`src/rtl/alu_mult_seq.sv`:
```
// alu_mult_seq: 32x32 -> 64-bit shift-add multiplier that borrows the execute ALU for every add/sub/xor step.
// Build option MULT_EARLY_EXIT_EN: leave MUL as soon as the unconsumed multiplier bits are all zero.
package alu_mult_seq_pkg;
    typedef enum logic [3:0] {
        ALU_ADD = 4'h0,
        ALU_SUB = 4'h1,
        ALU_AND = 4'h2,
        ALU_OR  = 4'h3,
        ALU_XOR = 4'h4
    } aluop_t;
endpackage

module alu_mult_seq
    import alu_mult_seq_pkg::*;
#(
    parameter int WIDTH = 32
) (
    input  logic             CLK,
    input  logic             nRST,
    input  logic             start,
    input  logic             signed_op,
    input  logic [WIDTH-1:0] a,
    input  logic [WIDTH-1:0] b,
    output logic             busy,
    output logic             done,
    output logic [WIDTH-1:0] prod_hi,
    output logic [WIDTH-1:0] prod_lo,
    output logic             alu_req,
    output aluop_t           alu_opcode,
    output logic [WIDTH-1:0] alu_op1,
    output logic [WIDTH-1:0] alu_op2,
    input  logic [WIDTH-1:0] alu_result
);
    localparam logic [2:0] S_IDLE   = 3'd0;
    localparam logic [2:0] S_NEG_A  = 3'd1;
    localparam logic [2:0] S_NEG_B  = 3'd2;
    localparam logic [2:0] S_MUL    = 3'd3;
    localparam logic [2:0] S_NEG_LO = 3'd4;
    localparam logic [2:0] S_NOT_HI = 3'd5;
    localparam logic [2:0] S_INC_HI = 3'd6;
    localparam logic [2:0] S_DONE   = 3'd7;

    logic [2:0]       state_q, state_d;
    logic [WIDTH-1:0] mcand_q, mcand_d;
    logic [WIDTH-1:0] hi_q, hi_d;
    logic [WIDTH-1:0] lo_q, lo_d;
    logic [4:0]       cnt_q, cnt_d;
    logic             sgn_q, sgn_d;
    logic             lz_q, lz_d;
    logic [WIDTH-1:0] prod_hi_q, prod_hi_d;
    logic [WIDTH-1:0] prod_lo_q, prod_lo_d;
    logic             carry;
    logic             mul_last;
`ifdef MULT_EARLY_EXIT_EN
    logic             rem_zero;
    logic [5:0]       rem_cnt;
    logic [2*WIDTH-1:0] shifted;
`endif

    always_comb begin
        state_d    = state_q;
        mcand_d    = mcand_q;
        hi_d       = hi_q;
        lo_d       = lo_q;
        cnt_d      = cnt_q;
        sgn_d      = sgn_q;
        lz_d       = lz_q;
        prod_hi_d  = prod_hi_q;
        prod_lo_d  = prod_lo_q;
        alu_opcode = ALU_ADD;
        alu_op1    = '0;
        alu_op2    = '0;
        carry      = 1'b0;
        mul_last   = 1'b0;
`ifdef MULT_EARLY_EXIT_EN
        rem_zero   = 1'b0;
        rem_cnt    = '0;
        shifted    = '0;
`endif
        case (state_q)
            S_IDLE: begin
                if (start) begin
                    mcand_d = a;
                    lo_d    = b;
                    hi_d    = '0;
                    cnt_d   = '0;
                    sgn_d   = signed_op & (a[WIDTH-1] ^ b[WIDTH-1]);
                    state_d = signed_op ? S_NEG_A : S_MUL;
                end
            end
            S_NEG_A: begin
                alu_opcode = ALU_SUB;
                alu_op2    = mcand_q;
                if (mcand_q[WIDTH-1]) mcand_d = alu_result;
                state_d    = S_NEG_B;
            end
            S_NEG_B: begin
                alu_opcode = ALU_SUB;
                alu_op2    = lo_q;
                if (lo_q[WIDTH-1]) lo_d = alu_result;
                state_d    = S_MUL;
            end
            S_MUL: begin
                alu_op1  = hi_q;
                alu_op2  = lo_q[0] ? mcand_q : '0;
                // ALU gives only 32 bits; rebuild the carry-out from the operand and sum MSBs
                carry    = (alu_op1[WIDTH-1] & alu_op2[WIDTH-1]) |
                           ((alu_op1[WIDTH-1] | alu_op2[WIDTH-1]) & ~alu_result[WIDTH-1]);
                hi_d     = {carry, alu_result[WIDTH-1:1]};
                lo_d     = {alu_result[0], lo_q[WIDTH-1:1]};
                cnt_d    = cnt_q + 5'd1;
                mul_last = (cnt_q == 5'd31);
`ifdef MULT_EARLY_EXIT_EN
                rem_zero = (lo_q & ({WIDTH{1'b1}} >> cnt_q)) == '0;
                if (rem_zero) begin
                    rem_cnt  = 6'd32 - {1'b0, cnt_q};
                    shifted  = {hi_q, lo_q} >> rem_cnt;
                    hi_d     = shifted[2*WIDTH-1:WIDTH];
                    lo_d     = shifted[WIDTH-1:0];
                    mul_last = 1'b1;
                end
`endif
                if (mul_last) state_d = sgn_q ? S_NEG_LO : S_DONE;
            end
            S_NEG_LO: begin
                alu_opcode = ALU_SUB;
                alu_op2    = lo_q;
                lo_d       = alu_result;
                lz_d       = (lo_q == '0);
                state_d    = S_NOT_HI;
            end
            S_NOT_HI: begin
                alu_opcode = ALU_XOR;
                alu_op1    = hi_q;
                alu_op2    = '1;
                hi_d       = alu_result;
                state_d    = S_INC_HI;
            end
            S_INC_HI: begin
                alu_op1 = hi_q;
                alu_op2 = {{(WIDTH-1){1'b0}}, lz_q};
                hi_d    = alu_result;
                state_d = S_DONE;
            end
            default: state_d = S_IDLE;
        endcase
        // load the product on the edge into DONE so it is already valid while done=1
        if (state_d == S_DONE && state_q != S_DONE) begin
            prod_hi_d = hi_d;
            prod_lo_d = lo_d;
        end
    end

    always_ff @(posedge CLK or negedge nRST) begin
        if (!nRST) begin
            state_q   <= S_IDLE;
            mcand_q   <= '0;
            hi_q      <= '0;
            lo_q      <= '0;
            cnt_q     <= '0;
            sgn_q     <= 1'b0;
            lz_q      <= 1'b0;
            prod_hi_q <= '0;
            prod_lo_q <= '0;
        end else begin
            state_q   <= state_d;
            mcand_q   <= mcand_d;
            hi_q      <= hi_d;
            lo_q      <= lo_d;
            cnt_q     <= cnt_d;
            sgn_q     <= sgn_d;
            lz_q      <= lz_d;
            prod_hi_q <= prod_hi_d;
            prod_lo_q <= prod_lo_d;
        end
    end

    assign busy    = (state_q != S_IDLE);
    assign done    = (state_q == S_DONE);
    assign alu_req = busy & ~done;
    assign prod_hi = prod_hi_q;
    assign prod_lo = prod_lo_q;

endmodule
```
`config.mk`:
```
export PLATFORM = sky130hd
export DESIGN_NAME = alu_mult_seq
export DESIGN_NICKNAME = d
export VERILOG_FILES = /design/src/rtl/alu_mult_seq.sv
export SDC_FILE = /design/constraint.sdc
export NUM_CORES = 1
export LEC_CHECK = 0
export CAP_MARGIN = 20
export CORE_ASPECT_RATIO = 0.75
export CORE_MARGIN = 1.5
export CORE_UTILIZATION = 35
export DETAILED_ROUTE_END_ITERATION = 10
export GPL_TIMING_DRIVEN = 0
export SYNTH_ARGS = -nofsm -noshare
export SYNTH_HDL_FRONTEND = slang
export SYNTH_SLANG_ARGS = --single-unit
```
`constraint.sdc`:
```
create_clock -name CLK -period 5.14 [get_ports CLK]
set_input_delay 1.028 -clock CLK [delete_from_list [all_inputs] [get_ports CLK]]
set_output_delay 1.028 -clock CLK [all_outputs]
set_load 0.02 [all_outputs]
```
Yosys cells after proc, flatten, opt, wreduce, memory -nomap -nowiden
Cells that the tools add are included.
{ "word_totals": {"reg_bits": 170, "latch_bits": 0, "mem_bits_rw": 0, "rom_bits": 0, "input_bits": 100, "output_inout_bits": 135, "elab_cells": 65, "mem_count": 0} }
{ "op_classes": {"n_addsub": 1, "multipliers": 0, "div": 0, "magnitude_cmp": 0, "eq_ne": 12, "n_shift": 0, "n_mux": 19, "bitwise": 9, "n_reduce_logical": 14} }
{ "op_table": {"columns": ["operator", "n"], "rows": [
  ["two-way mux 32 bit", 7],
  ["case mux 32 bit (5 select lines)", 1],
  ["case mux 32 bit (4 select lines)", 1],
  ["case mux 32 bit (3 select lines)", 1],
  ["case mux 32 bit (2 select lines)", 1],
  ["zero test 32 bit", 1],
  ["case mux 3 bit (7 select lines)", 1],
  ["equality test 3 bit (second input constant)", 5],
  ["case mux 5 bit (2 select lines)", 1],
  ["equality test 3 x 2 -> 1 bit (second input constant)", 2],
  ["two-way mux 3 bit", 2],
  ["case mux 3 bit (2 select lines)", 1],
  ["AND reduction 2 bit", 3],
  ["OR reduction 3 bit", 2],
  ["adder 5 x 1 -> 5 bit (second input constant)", 1],
  ["equality test 5 bit (second input constant)", 1],
  ["two-way mux 5 bit", 1],
  ["bitwise AND 1 bit", 4],
  ["two-way mux 2 bit", 2],
  ["!= test 2 bit (second input constant)", 2],
  ["nonzero test 2 bit", 2],
  ["OR reduction 2 bit", 2],
  ["equality test 3 x 1 -> 1 bit (second input constant)", 1],
  ["zero test 3 bit", 1],
  ["7 further kinds", 9]
]} }

Logic depth before layout (Yosys ltp)
Gate-level depths: netlist of the first run.
{ "logic_depth": {"ltp_word": 5, "depth_mapped": 9, "depth_no_buf": 7} }

Least setup slack after synthesis of the first run
OpenSTA, ideal clock, no wires.
{ "synth_path": {"path_kind": "flip-flop to output port", "start": "reg state_q[0]", "end": "out alu_op2[0]", "t_arrival_ns": 1.638, "t_required_ns": 4.112, "slack_ns": 2.474, "stages_incl_launch_ff": 7, "n_path_buf": 3, "cell_sequence": "dfrtp_1 -> buf_6 -> buf_4 -> buf_2 -> nor2b_1 -> o21a_1 -> a221oi_1"} }
{ "synth_between": {"elab_chain_len": 3, "word_cells_on_any_way": 8, "classes_between": "6 x eq/ne; 1 x mux; 1 x reduce/logical"} }
{ "synth_rtl": {"columns": ["item", "line_no", "source"], "rows": [
  ["start, declared", "43", "logic [2:0] state_q, state_d;"],
  ["start signal, assigned", "166", "state_q <= state_d;"],
  ["equality test 3 x 2 -> 1 bit / equality test 3 bit (equally long branches)", "80", "case (state_q)"],
  ["OR reduction 2 bit (no line)", null, null],
  ["case mux 32 bit (5 select lines) (*)", "80", null],
  ["end, declared", "31", "output logic [WIDTH-1:0] alu_op2,"]
]} }
Mark *: on every way between the ends. The rest lies on a longest branch, timed or not.

Worst setup path after layout of the first run
{ "layout_path": {"start": "reg state_q[2]", "end": "out alu_op1[19]"} }
{ "layout_between": {"elab_chain_len": 3, "word_cells_on_any_way": 5, "classes_between": "3 x eq/ne; 1 x mux; 1 x reduce/logical"} }
{ "layout_rtl": {"columns": ["item", "line_no", "source"], "rows": [
  ["equality test 3 x 2 -> 1 bit / equality test 3 bit (equally long branches)", "80", null],
  ["OR reduction 3 bit (no line) (*)", null, null],
  ["two-way mux 32 bit (*)", "80", null],
  ["end, declared", "30", "output logic [WIDTH-1:0] alu_op1,"]
]} }
Marked as above.

==> results of run 1 <==
-- routing by layer --
| layer | vias up | share of wire (%) | routed length [um] | track usage, % |
|---|---|---|---|---|
| li1 | 3527 | - | - | - |
| met1 | 4028 | 48 | 15400 | 37.8 |
| met2 | 369 | 42 | 13600 | 37.3 |
| met3 | 29 | 8.9 | 2880 | 7.56 |
| met4 | 4 | 1.3 | 412 | 5.92 |
| met5 | - | 0.074 | 24 | 0 |
-- tightest hold or removal path, delay by kind of cell, from the launching register on --
family	cells	cell delay [ns]
AND/OR/NAND/NOR	2	0.10
flip-flops	1	0.34
-- sequential cells by signal (all words and copies together), names as in the netlist --
register	cells
cnt_q	5
hi_q	32
lo_q	32
lz_q	1
mcand_q	32
prod_hi	32
prod_lo	32
sgn_q	1
state_q	3
-- layout make-up --
cell class	instances	area, um2	share of cell area, %
buffer	79	437	3.69
timing repair buffer	233	2350	19.9
clock buffer	19	433	3.66
sequential	170	4250	36.0
clock inverter	13	184	1.55
multi-input combinational	538	3650	30.8
tap	306	383	3.24
inverter	37	139	1.17
-- stage by stage --
step                      TNS, ns  utilization, %  cell area [um2]  setup WS (ns)
after floorplan                 0               -             8480           2.47
after global placement    -745.92            46.9            11200          -4.40
after detailed placement        0            47.0            11200           1.34
after CTS                       0            49.6            11800          0.857
after global routing            0            49.6            11800          0.727
final                           0            49.6            11800          0.883
-- final timing paths --
check	start	to	slack, ns	cells past startpoint
setup / recovery	state_q[2]$_DFF_PN0_	alu_op1[19]	0.88	8
hold / removal	hi_q[15]$_DFF_PN0_	hi_q[15]$_DFF_PN0_	0.47	2
setup reg to reg	cnt_q[0]$_DFFE_PN0P_	prod_lo[28]$_DFFE_PN0P_	2.67	7
hold reg to reg	hi_q[15]$_DFF_PN0_	hi_q[15]$_DFF_PN0_	0.47	2
max in group asynchronous	nRST	lo_q[16]$_DFF_PN0_	3.67	2
min in group asynchronous	nRST	cnt_q[3]$_DFFE_PN0P_	0.58	1
-- cells in the mapped netlist (all sizes together) --
master / n / area [um2]
xor2: 2 / 17.5
o31ai: 2 / 15.0
buf: 50 / 328
clkbuf: 29 / 109
inv: 37 / 139
nand3b: 3 / 22.5
o21ai: 71 / 359
a22oi: 65 / 488
a221oi: 1 / 8.76
nor2b: 34 / 215
o2bb2ai: 1 / 8.76
o22a: 1 / 8.76
nand2b: 4 / 25.0
nor2: 11 / 43.8
mux2i: 1 / 22.5
a31oi: 1 / 6.26
nand4: 2 / 12.5
a22o: 2 / 17.5
and2: 1 / 6.26
nor4b: 1 / 23.8
a311oi: 1 / 8.76
a31o: 2 / 17.5
a211oi: 4 / 35.0
nand3: 30 / 150
nand2: 108 / 405
a221o: 60 / 601
and4bb: 1 / 12.5
or2: 1 / 6.26
dfrtp: 170 / 4250
a21oi: 41 / 205
a21boi: 1 / 7.51
and3: 2 / 12.5
xnor2: 1 / 8.76
conb: 1 / 3.75
nor3b: 3 / 27.5
ha: 2 / 25.0
o21ba: 3 / 42.5
a211o: 1 / 8.76
and3b: 1 / 8.76
nand4bb: 30 / 338
nor4: 8 / 50.1
mux2: 31 / 349
o21a: 1 / 7.51
o32a: 1 / 10.0
-- power by group --
| part | total [W] | internal (W) | switching, W |
|---|---|---|---|
| sequential | 0.00243 | 0.00198 | 0.000443 |
| combinational | 0.00455 | 0.00206 | 0.00249 |
| clock | 0.00139 | 0.000783 | 0.000603 |
| total | 0.00837 | 0.00482 | 0.00354 |
-- cells by family after synthesis --
logic type | synth area share (%)
flip-flops | 50.2
other | 0.0443
AND/OR/NAND/NOR | 16.1
AO/OA/AOI/OAI | 21.9
buffers and inverters | 6.79
adder cells (fa/ha/maj) | 0.295
multiplexers | 4.39
XOR/XNOR | 0.310
==> results.md, run 1 <==
- Antenna cells: 0
- Crit path top cell by count: buf_4
- Port bufs: between 200 and 250
- CP required: slightly above 4 ns
- Largest delay contributor family on the critical path: buffers and inverters
- DRC violations left: 0
- Setup crit start kind: flop
- # nets final: 1178
- Final Setup Violations: 0
- Status: complete, no violations
- Non-Filler Instances: ~1.4k
- Power density over cell area: between 700 and 800 nW/um2
- #FFs+latches synth: 170
- Most frequent cells in the layout: clkdlybuf4s50_1 (231), dfrtp_1 (170), nand2_1 (108)
- Synth unique cells: 55
- Drt initial violations: about 660
- Mapped cell area: 8470 um2
- Setup Fix Bufs, Post-CTS: 0
- Register area share after synthesis: between 50 and 60%
- Clock sink count: 170
- RSZ-0062 raised after global routing: false
- CTS H-tree depth: 4
- I/O pins: roughly 240
- Vias: roughly 8.0k
- Commonest non-fill, non-tap cell in the layout: clkdlybuf4s50_1
- Core area: roughly 24000 um2
- Avg Inst Size Synth: 10.3 um2
- Post-CTS resize count: 0
- Worst Setup End Kind: output port
- Final worst path period need: approximately 4.3 ns
- GR Overflow Total: 0
- Tightest Pin Transition: approximately 0.7 ns
- FMAX: between 0.2 and 0.25 GHz
- Die span in y: between 100 and 150 um
- Critical Path Max Stage Delay: roughly 0.60 ns
- Worst vdd ir: 0.296 mV
- Clk root buf: clkbuf_16
- Clock Skew: 0.0161 ns
- First-pass DRT Iterations: 6
- TritonCTS clock tree: built
- Placed insts: roughly 1.4k
- Number of buffers created by CTS: 17
- WP buf/inv: 5
- Max Fanout on Critical Path: 10
- Cell row count: 49
- Crit path kind: reg -> out
- Clk pin slew, worst setup/hold paths: roughly 0.070 ns
- Ratio of cells with drive above 1 in the final layout: between 10% and 20%
- Slew headroom: a little over half
- Placer Congestion: ~0.88
- Hold buffers post-CTS: 0
- Final WL: ~32000 um
- Period Utilization, post-route: approximately 83%
- Max-cap viol count: 0
- Final slew viol count: 0
- Die area: 25200 um2
- Die X: 183 um
- Final total power: approximately 0.0084 W
- P_leak: 4.96 nW
- Clk_lat worst skew: around 0.45 ns
- GRT Overall Usage: around a quarter
- Fillers: 2220
- WL/cell: ~23 um
- Via-per-instance ratio: 5.70
- Slowest CP cell: clkbuf_1
- Layout area overhead: 39.6%
- Initial core utilization: ~36%
- Global-route wire length before repair: 48200 um
- Arr. time, crit path: between 3 and 4 ns
- Final hold vios: 0
- Routed Antenna Nets: 0
- Antenna violations before repair: 2
- Hold Crit Class: reg -> reg
- Vias in the first global route: about 7.7k
- WHS: 0.471 ns
- Synthesis Warnings: 0
- CP Cell Sequence: buf_4 -> buf_4 -> inv_2 -> nor2_2 -> nor2_1 -> clkbuf_1 -> nor2b_1 -> clkdlybuf4s50_1
- Gate count of the mapped netlist: ~820
- Largest net degree at the start of global routing: slightly above 90
- Clock Tree Buf Depth: 2
- Post-DP HPWL: approximately 23000 um
Note: power is estimated with default switching activity, not from simulation.
==> inputs of run 2 (changes only) <==
==> constraint.sdc (replaced) <==
create_clock -name CLK -period 3.6 [get_ports CLK]
set_input_delay 0.72 -clock CLK [delete_from_list [all_inputs] [get_ports CLK]]
set_output_delay 0.72 -clock CLK [all_outputs]
set_load 0.02 [all_outputs]
==> run 2 against run 1 <==
Against the previous run:
- combinational power increased by 44%
- highest routed layer unchanged
- clock power is 42% higher
- cell count did not move
- non-clock buffer count did not move
- worst hold slack got worse by 0.20 ns
- global-route usage barely moved
- setup slack worse by 0.79 ns
- clock skew hardly changed
- sequential share of layout area shrank 0.31 points
- sequential power is 42% higher
==> results.md, run 2 (synthesis gave the netlist of run 1 again) <==
- Status: complete, no violations
- Crit path kind: reg -> out
- TritonCTS clock tree: built
- WL/cell: 23.2 um (about the same)
- Max-cap viol count: 0 (unchanged)
- Final Setup Violations: 0 (unchanged)
- Setup Fix Bufs, Post-CTS: 0 (unchanged)
- Core area: 23800 um2 (unchanged)
- DR WL met2: 13600 um (about the same)
- Setup TNS: 0 ns (unchanged)
- Clock sink count: 170 (unchanged)
- WL met3: 2850 um (-1.2%)
- Routed Antenna Nets: 0 (unchanged)
- Register Area: 4250 um2 (unchanged)
- Worst vdd ir: 0.422 mV (+43%)
- Die span in y: 138 um (unchanged)
- Switching power: 0.00506 W (+43%)
- Worst Setup End Kind: output port
- Die X: 183 um (unchanged)
- Tightest Pin Transition: 0.663 ns (-0.0450 ns)
- I/O pins: 235 (unchanged)
- Drt initial violations: 663 (+1.2%)
- Via-per-instance ratio: 5.69 (-0.19%)
- Period Utilization, post-route: between 90% and 100%
- CP required: 2.88 ns (-1.23 ns)
- Final slew viol count: 0 (unchanged)
- First-pass DRT Iterations: 5 (-1)
- Worst Reg-to-Reg Cells: 7 (unchanged)
- Hold Crit Class: in -> async
- Area of the multi-input gates: 3670 um2 (+0.69%)
- Most frequent cells in the layout: clkdlybuf4s50_1 (216), dfrtp_1 (170), nand2_1 (108)
- Cell Int Power: 0.00692 W (+43%)
- Post-DP HPWL: 23300 um (unchanged)
- RSZ-0062 raised after global routing: false
- Placer Congestion: 0.880 (unchanged)
- Clk pin slew, worst setup/hold paths: 0.07 ns (about the same)
- Ratio of cells with drive above 1 in the final layout: 12.2% (+0.73 points)
- Port bufs: 232 (unchanged)
- Seq pwr share: 28.9% (about the same)
- Hold buffers post-CTS: 0 (unchanged)
- Setup crit start kind: flop
- DR top layer: met5
- Cell row count: 49 (unchanged)
- Layout area overhead: 40.8%
- Max Fanout on Critical Path: 10 (unchanged)
- Vias: 7942 (-0.19%)
- Clock Tree Buf Depth: 2 (unchanged)
- Clock Skew: 0.0159 ns (-0.000265 ns)
- Slew headroom: 55.8% (+3.0 points)
- Die area: 25200 um2 (unchanged)
- Area after DPL: 11200 um2 (unchanged)
- Final worst path period need: roughly 3.5 ns
- Arr. time, crit path: 2.79 ns (-0.44 ns)
- Fillers: 2220 (unchanged)
- P_leak: 5.20 nW (+4.8%)
- Final hold vios: 0 (unchanged)
- Initial core utilization: 35.5% (unchanged)
- Setup slack, reg-to-reg: 1.11 ns (-1.56 ns)
- Final total power: 0.0120 W (+43%)
- Post-Route M1 WL: 15400 um (about the same)
- Placed insts: 1363 (unchanged)
- Clk_lat worst skew: 0.45 ns (about the same)
- GR Overflow Total: 0 (unchanged)
- CTS H-tree depth: 4 (unchanged)
- Final Util: 50.0% (+0.42 points)
- FMAX: 0.285 GHz
- Antenna cells: 0 (unchanged)
- Power density over cell area: 1000 nW/um2 (+42%)
- Final WL: 32400 um (about the same)
- DRC violations left: 0 (unchanged)
- Global-route wire length before repair: 48200 um (+0.10%)
- Post-route cell area: 11900 um2 (+0.86%)
- Worst reg2reg endpoint: prod_hi[29]$_DFFE_PN0P_
- Non-Filler Instances: 1395 (unchanged)
- Combinational share of power: 54.6% (+0.2 points)
- Share of total power in the clock network: 16.5% (about the same)
- Clk root buf: clkbuf_16
- Commonest non-fill, non-tap cell in the layout: clkdlybuf4s50_1
- # nets final: 1178 (unchanged)
- GRT Overall Usage: 25.9% (+0.041 points)
- Sw Share: 42.3% (-0.067 points)
- Antenna violations before repair: 2 (unchanged)
- Vias in the first global route: 7685 (+0.052%)
- Reg-to-reg startpoint: cnt_q[0]$_DFFE_PN0P_
- Number of buffers created by CTS: 17 (unchanged)
- Largest net degree at the start of global routing: 91 (unchanged)
==> run 2: cell types whose count changed in the layout (fill, tap and decap cells not counted), moves of 2 or more <==
cell / previous run / this run
a21oi_1: 41 / 39
buf_2: 28 / 19
buf_4: 16 / 22
buf_6: 6 / 8
clkbuf_1: 31 / 27
clkbuf_4: 0 / 4
clkdlybuf4s50_1: 231 / 216
dlymetal6s2s_1: 0 / 14
nor2_1: 10 / 8
==> run 2: critical path, stage by stage, from the launching register on <==
cell,delay (ns)
dfrtp_1,0.36
buf_4,0.18
buf_4,0.18
inv_2,0.18
nand2_1,0.15
a21oi_4,0.23
buf_4,0.25
a221o_1,0.20
clkdlybuf4s50_1,0.61
==> run 2: timing repair <==
action                     CTS  global route
resized for setup           16            26
gates cloned                 0             0
hold endpoints to repair     0             0
setup endpoints to repair   60            56
==> run 2: final cells by class <==
cell class,count,area share [%]
plain buffers,79,4.02
repair buffers,233,20.0
well taps,306,3.21
multi-input cells,538,30.8
clock buffers,19,3.63
clock inverters,13,1.54
flip-flops and latches,170,35.7
inverters,37,1.16
==> run 2: per-stage QoR <==
step                setup WS, ns  hold WS, ns
CTS                      -0.0118        0.301
finish                    0.0937        0.273
detailed placement         0.103        0.460
global route             0.00887        0.308
global placement           -5.63        0.453
floorplan                   1.24        0.424
==> run 2: power groups by stage <==
stage / logic (W) / clock network [W] / registers [W]
global placement: 0.00643 / 0 / 0.00346
detailed placement: 0.00647 / 0 / 0.00348
CTS: 0.00654 / 0.00199 / 0.00345
floorplan: 0.00330 / 0 / 0.00372
global route: 0.00701 / 0.00207 / 0.00358
finish: 0.00655 / 0.00197 / 0.00346
==> run 2: routing by layer <==
| layer | GRT usage [%] | vias up |
|---|---|---|
| met3 | 7.51 | 37 |
| met5 | 0 | - |
| li1 | - | 3526 |
| met2 | 37.3 | 372 |
| met4 | 5.83 | 4 |
| met1 | 38.0 | 4003 |
==> run 2: how the worst max path moves through the flow <==
stage / startpoint / slack [ns] / end
6_report: state_q[2]$_DFF_PN0_ / 0.09 / alu_op2[26]
3_5_place_dp: state_q[2]$_DFF_PN0_ / 0.10 / alu_op1[19]
4_1_cts: state_q[2]$_DFF_PN0_ / -0.01 / alu_op2[9]
3_3_place_gp: nRST / -5.63 / hi_q[20]$_DFF_PN0_
5_1_grt: state_q[0]$_DFF_PN0_ / 0.009 / alu_op2[28]
2_1_floorplan: state_q[0]$_DFF_PN0_ / 1.24 / alu_op2[0]
==> edit 1 (flow settings as in run 2) <==
Build with the macro `MULT_EARLY_EXIT_EN` defined.
--- a/src/rtl/alu_mult_seq.sv
+++ b/src/rtl/alu_mult_seq.sv
@@ -1,4 +1,6 @@
 // alu_mult_seq: 32x32 -> 64-bit shift-add multiplier that borrows the execute ALU for every add/sub/xor step.
 // Build option MULT_EARLY_EXIT_EN: leave MUL as soon as the unconsumed multiplier bits are all zero.
+`define MULT_EARLY_EXIT_EN
+
 package alu_mult_seq_pkg;
     typedef enum logic [3:0] {
Formal check against the unedited RTL: not equivalent (Yosys sat finds a counterexample within 4 cycles, from zero or initial values and one cycle with nRST low).
==> edit 1 against run 2 <==
- the run now ends with setup timing left
- wire length increased to 2.5 times the old value
- cell area increased by 57%
- sequential cell count unchanged
- count of clock-buffer cells in the layout unchanged
- global-route usage increased by 15 points
- first-iteration DRC count increased to 3.1 times the old value
- synthesized cell count increased by 68%
- die area increased by 57%
- sequential share of layout area decreased by 13 points
- setup slack got worse by 200 ps
- critical path depth increased by 2
- area after synthesis increased by 58%
Power is not shown: default switching activity piles up to over one toggle a cycle in this logic, so the estimate is an artifact.
==> edit 1: results (changes against run 2) <==
- Synth top area cells: dfrtp_1, mux4_2, mux2i_1, nand2_1, mux2_2
* Htree depth: 4 (unchanged)
- Maximum number of pins on one net before global-route repair: 110 (+21%)
- CTS placed an instance of clkbuf_16 at the clock tree root.
* CP max stage delay: 690 ps (+80 ps)
- Number of buffers added on ports: 232 (unchanged)
- The count of final setup violators was 4 (+4).
- Clock-pin slew was measured on the worst setup and hold paths at 80 ps.
- Among all stages on the critical path, the largest delay is contributed by clkbuf_1.
- Async set or reset register ratio after synthesis: 1.00 (unchanged)
* Largest fanout on the critical path: 10 (unchanged)
- The worst hold path belongs to the class in -> async.
* Number of design-rule violations left by the first detailed-router iteration: 2084 (+210%)
- In this run the critical register-to-register path is captured at prod_lo[5].
- Sorting the synthesized cells by how often they occur yields nand2_1, dfrtp_1, o21ai_0.
* Prevailing post-synth register cell: dfrtp_1
* Worst r2r path cells: 10 (+3)
* Met2 demand-to-capacity share in global routing: 0.551 (+0.178)
- Overall fraction of global-route tracks in use: 0.405 (+0.147)
- Yosys warning total: 0 (unchanged)
- The count of final hold-check violations was 0 (unchanged).
- The count of antenna diodes in the layout came to 0 (unchanged).
- R2r startpoint: lo_q[31]
* Sequential-to-total area share from yosys stat: 0.317 (-0.185)
* Total CTS buffers: 17 (unchanged)
* Skew-Pair Late Insertion Delay: 470 ps (+20 ps)
* Arrival time reported for the critical path endpoint: 4110 ps (+1320 ps)
- The wire length of the first global-routing pass was 113000 um (+130%).
- The maximum root-to-sink buffer count was 2 (unchanged).
* Final setup slack of the worst path: -102 ps (-196 ps)
- The count of nets after finishing was 1794 (+52%).
- Global-route track usage on met3: 0.138 (+0.0625)
- The number of different library cells in the post-synthesis netlist was 80 (+45%).
- Result of the run: finished with violations
* Number of global-route vias before repair: 14300 (+87%)
* Vias post-DR: 15100 (+90%)
* Worst Clk Skew: 14.0 ps (-1.86 ps)
- The fraction of final layout cells sized beyond drive strength 1 was 0.264 (+0.141).
- The initial antenna violation count came to 3 (+1).
* Final weighted congestion in routability-driven placement: 1.04 (+18%)
- The routing usage on met1 was 0.579 (+0.200).
- Final-layout fill cell count: 3491 (+57%)
- The number of detailed-routing iterations run before antenna repair came to 6 (+1).
- Post-detail-place hpwl: 61500 um (+160%)
* Wirelength, routed: 81500 um (+150%)
- The transition time of the tightest slew-check pin was 879 ps (+216 ps).
- Failing checks: setup timing
[edit 1: changes by cell type after synthesis, moves of 20 or more]
| cell | change |
|---|---|
| inv_1 | -20 |
| a222oi_1 | +20 |
| mux2i_1 | +83 |
| mux2_2 | +26 |
| nand4bb_1 | -30 |
| nand2_1 | +92 |
| clkbuf_1 | +49 |
| o21ai_0 | +44 |
| mux4_2 | +80 |
| nor2_1 | +64 |
| o21ai_1 | -25 |
[edit 1: per-stage QoR]
stage | worst slack, ps | hold slack [ps] | cells | cell area [um2] | TNS, ps
floorplan | -15.5 | 424 | 1384 | 13500 | -678
global placement | -5330 | 458 | 2120 | 16400 | -1079890
detailed placement | -2010 | 463 | 2130 | 16600 | -161630
CTS | -144 | 188 | 2197 | 18400 | -4060
global route | -26.1 | 204 | 2204 | 18700 | -41.8
finish | -102 | 159 | 2204 | 18700 | -166
[edit 1: how the worst max path moves through the flow]
stage / endpoint / slack [ps] / start / cells after the start
6_report: prod_lo[5] / -100 / lo_q[31] / 10
5_1_grt: prod_lo[29] / -30 / cnt_q[0] / 10
4_1_cts: alu_op1[31] / -140 / state_q[1] / 7
3_5_place_dp: prod_lo[19] / -2010 / cnt_q[0] / 17
3_3_place_gp: hi_q[16] / -5330 / nRST / 1
2_1_floorplan: prod_hi[10] / -20 / cnt_q[0] / 16
[edit 1: cell type report]
cell class | count | area share
Multi-Input combinational cell | 1055 | 0.490
Sequential cell | 170 | 0.227
Timing Repair Buffer | 289 | 0.159
Buffer | 136 | 0.0568
Tap cell | 504 | 0.0337
Clock buffer | 19 | 0.0231
Clock inverter | 13 | 0.00588
Inverter | 18 | 0.00428
[edit 1: logic make-up after synthesis]
group / share of synthesized area
buffers and inverters: 0.0567
and+or+nand+nor: 0.143
AOI/OAI and AO/OA: 0.220
DFF: 0.317
adders and majority gates: 0.00802
muxes: 0.252
xor gates and xnor gates: 0.00327
other: 0.000280
[edit 1: critical path, delay by kind of cell (launching register included)]
kind	cells	cell delay [ps]
AOI/OAI and AO/OA	3	810
buffers and inverters	3	1600
DFF	1	550
muxes	1	210
and+or+nand+nor	3	450
[edit 1: timing repair]
item                       CTS  global route
buffers inserted            33             8
pin swaps                   37            15
setup endpoints to repair  204           143
gates cloned                 4             2
gates resized for setup    243            85
[edit 1: per-layer routing]
layer	share of wire	vias up
li1	-	5974
met1	0.42	7582
met2	0.40	1277
met3	0.14	226
met4	0.045	8
met5	0.0030	-
==> edit 2 (flow settings as in run 2) <==
Without the edit above. Reset style: synchronous (`nRST`), changed in one clocked block.
--- a/src/rtl/alu_mult_seq.sv
+++ b/src/rtl/alu_mult_seq.sv
@@ -152,5 +152,5 @@
     end
 
-    always_ff @(posedge CLK or negedge nRST) begin
+    always_ff @(posedge CLK) begin
         if (!nRST) begin
             state_q   <= S_IDLE;
Formal check against the unedited RTL: differs if nRST is asserted again (counterexample within 4 cycles, from zero or initial values and one cycle with nRST low); with nRST held inactive, the same outputs for 4 cycles.
==> edit 2 against run 2 <==
- sequential cell count is the same
- setup slack worse by 16 ps
- cell area fell by 4.8%
- wire length is 0.56% higher
- register-to-register slack got worse by 420 ps
- area after synthesis fell by 5.4%
- count of clock-buffer cells in the layout shrank 2
- sequential share of layout area shrank 5.7 points
Power is not compared: it rests on default switching activity, and its combinational part moved more than twofold at a synthesized area within 25%.
==> edit 2: results (changes against run 2) <==
* Worst Clk Skew: 15.5 ps (-0.394 ps)
- Result of the run: finished clean
- Prevailing post-synth register cell: dfxtp_1
- The worst stage delay on the critical path is 640 ps (+30 ps).
- After synthesis, the cell types taking the most area are dfxtp_1, a221o_1, a22oi_1, a21oi_1, o21ai_0.
* Async set or reset register ratio after synthesis: 0 (-1.00)
- The count of fill cells added during filler insertion is 2130 (-4.1%).
* Arrival time reported for the critical path endpoint: 2800 ps (about the same)
- Min-Delay Path Class: reg -> reg
- Wirelength, routed: 32600 um (+0.56%)
- The commonest cells after synthesis are dfxtp_1, a21oi_1, o21ai_0.
- NumNets Final: 1240 (+5.3%)
* Number of design-rule violations left by the first detailed-router iteration: 766 (+16%)
- The number of instances in the placed design is 1413 (+3.7%).
- The total via count after detailed routing was 8292 (+4.4%).
- Share of post-route cells with drive strength above 1: 0.0825 (-0.0396)
- The startpoint identified for the worst register-to-register timing path is cnt_q[0].
- The count of placed standard cells in the final layout, fillers left out was 1445 (+3.6%).
- The number of detailed-routing iterations run before antenna repair was 7 (+2).
- Slew @ Worst Pin: 1110 ps (+447 ps)
- Maximum number of pins on one net before global-route repair: 18 (-80%)
- Post-cts repair resize count: 10 (-6)
- The fraction of the yosys area taken by sequential cells was 0.425 (-0.0776).
- Post-detail-place hpwl: 24800 um (+6.4%)
* Synth Instances: 886 (+7.7%)
- The count of warnings emitted by yosys came to 0 (unchanged).
- The number of different library cells in the post-synthesis netlist came to 54 (-1.8%).
- The critical path starts at state_q[1].
- Number of global-route vias before repair: 7869 (+2.4%)
## edit 2: cell types whose count changed in the layout (fill, tap and decap cells not counted), sizes merged, moves of 27 or more
| cell | change |
|---|---|
| a21oi | +34 |
| and2 | +35 |
| dfrtp | -170 |
| dfxtp | +170 |
| mux2 | -30 |
| nand2 | -71 |
| nand2b | +29 |
| nand3 | -27 |
| nand4bb | -29 |
| o21ba | +33 |
| o32ai | +30 |
## edit 2: power by group through the flow
stage / Combinational (mW) / Sequential [mW] / Clock [mW]
finish: 0.899 / 2.04 / 1.94
global route: 0.958 / 2.05 / 2.03
CTS: 0.883 / 2.03 / 1.94
detailed placement: 0.875 / 2.08 / 0
global placement: 0.874 / 2.08 / 0
floorplan: 0.492 / 2.05 / 0
## edit 2: per-stage QoR
| stage | TNS, ps | utilization | instance area, um2 | worst slack (ps) |
|---|---|---|---|---|
| 4_1_cts | -205 | 0.509 | 11300 | -53.7 |
| 3_5_place_dp | 0 | 0.481 | 10700 | 198 |
| 5_1_grt | 0 | 0.509 | 11400 | 1.67 |
| 2_1_floorplan | 0 | - | 8020 | 1340 |
| 3_3_place_gp | 0 | 0.481 | 10700 | 168 |
| 6_report | 0 | 0.509 | 11400 | 77.7 |
## edit 2: metal layers
metal	global-route usage	vias to the layer above	part of all wire
met5	0	-	0.00074
met4	0.0714	4	0.017
met3	0.0734	46	0.096
met2	0.393	410	0.42
met1	0.404	4025	0.46
li1	-	3807	-
## edit 2: logic make-up after synthesis
logic type	Yosys count	share of synthesized area
fa+ha+maj	2	0.00312
buf+inv	130	0.0713
compound gates	385	0.355
mux	2	0.00265
xor+xnor	2	0.00219
other cells	1	0.000468
simple gates	194	0.140
flops	170	0.425
## edit 2: path summary, 6_finish.rpt
check                                   end  slack [ps]  depth (start not counted)
worst max-delay path            alu_op2[24]          80                          6
worst min-delay path                hi_q[4]         460                          1
worst max register to register   prod_hi[2]         690                          7
worst min register to register      hi_q[4]         460                          1
## edit 2: critical path: cells and delay by family (launching register included)
family / cells / cell delay [ps]
DFF: 1 / 330
and+or+nand+nor: 1 / 180
AOI/OAI and AO/OA: 2 / 670
buffers and inverters: 3 / 1180
## edit 2: area by class of cell
type	instances	area [um2]	area share
inverters	36	135	0.0119
well taps	294	368	0.0324
clock inverters	15	184	0.0162
repair buffers	232	2320	0.205
clock buffers	17	425	0.0375
multi-input cells	587	4050	0.357
flip-flops and latches	170	3400	0.300
plain buffers	94	460	0.0406
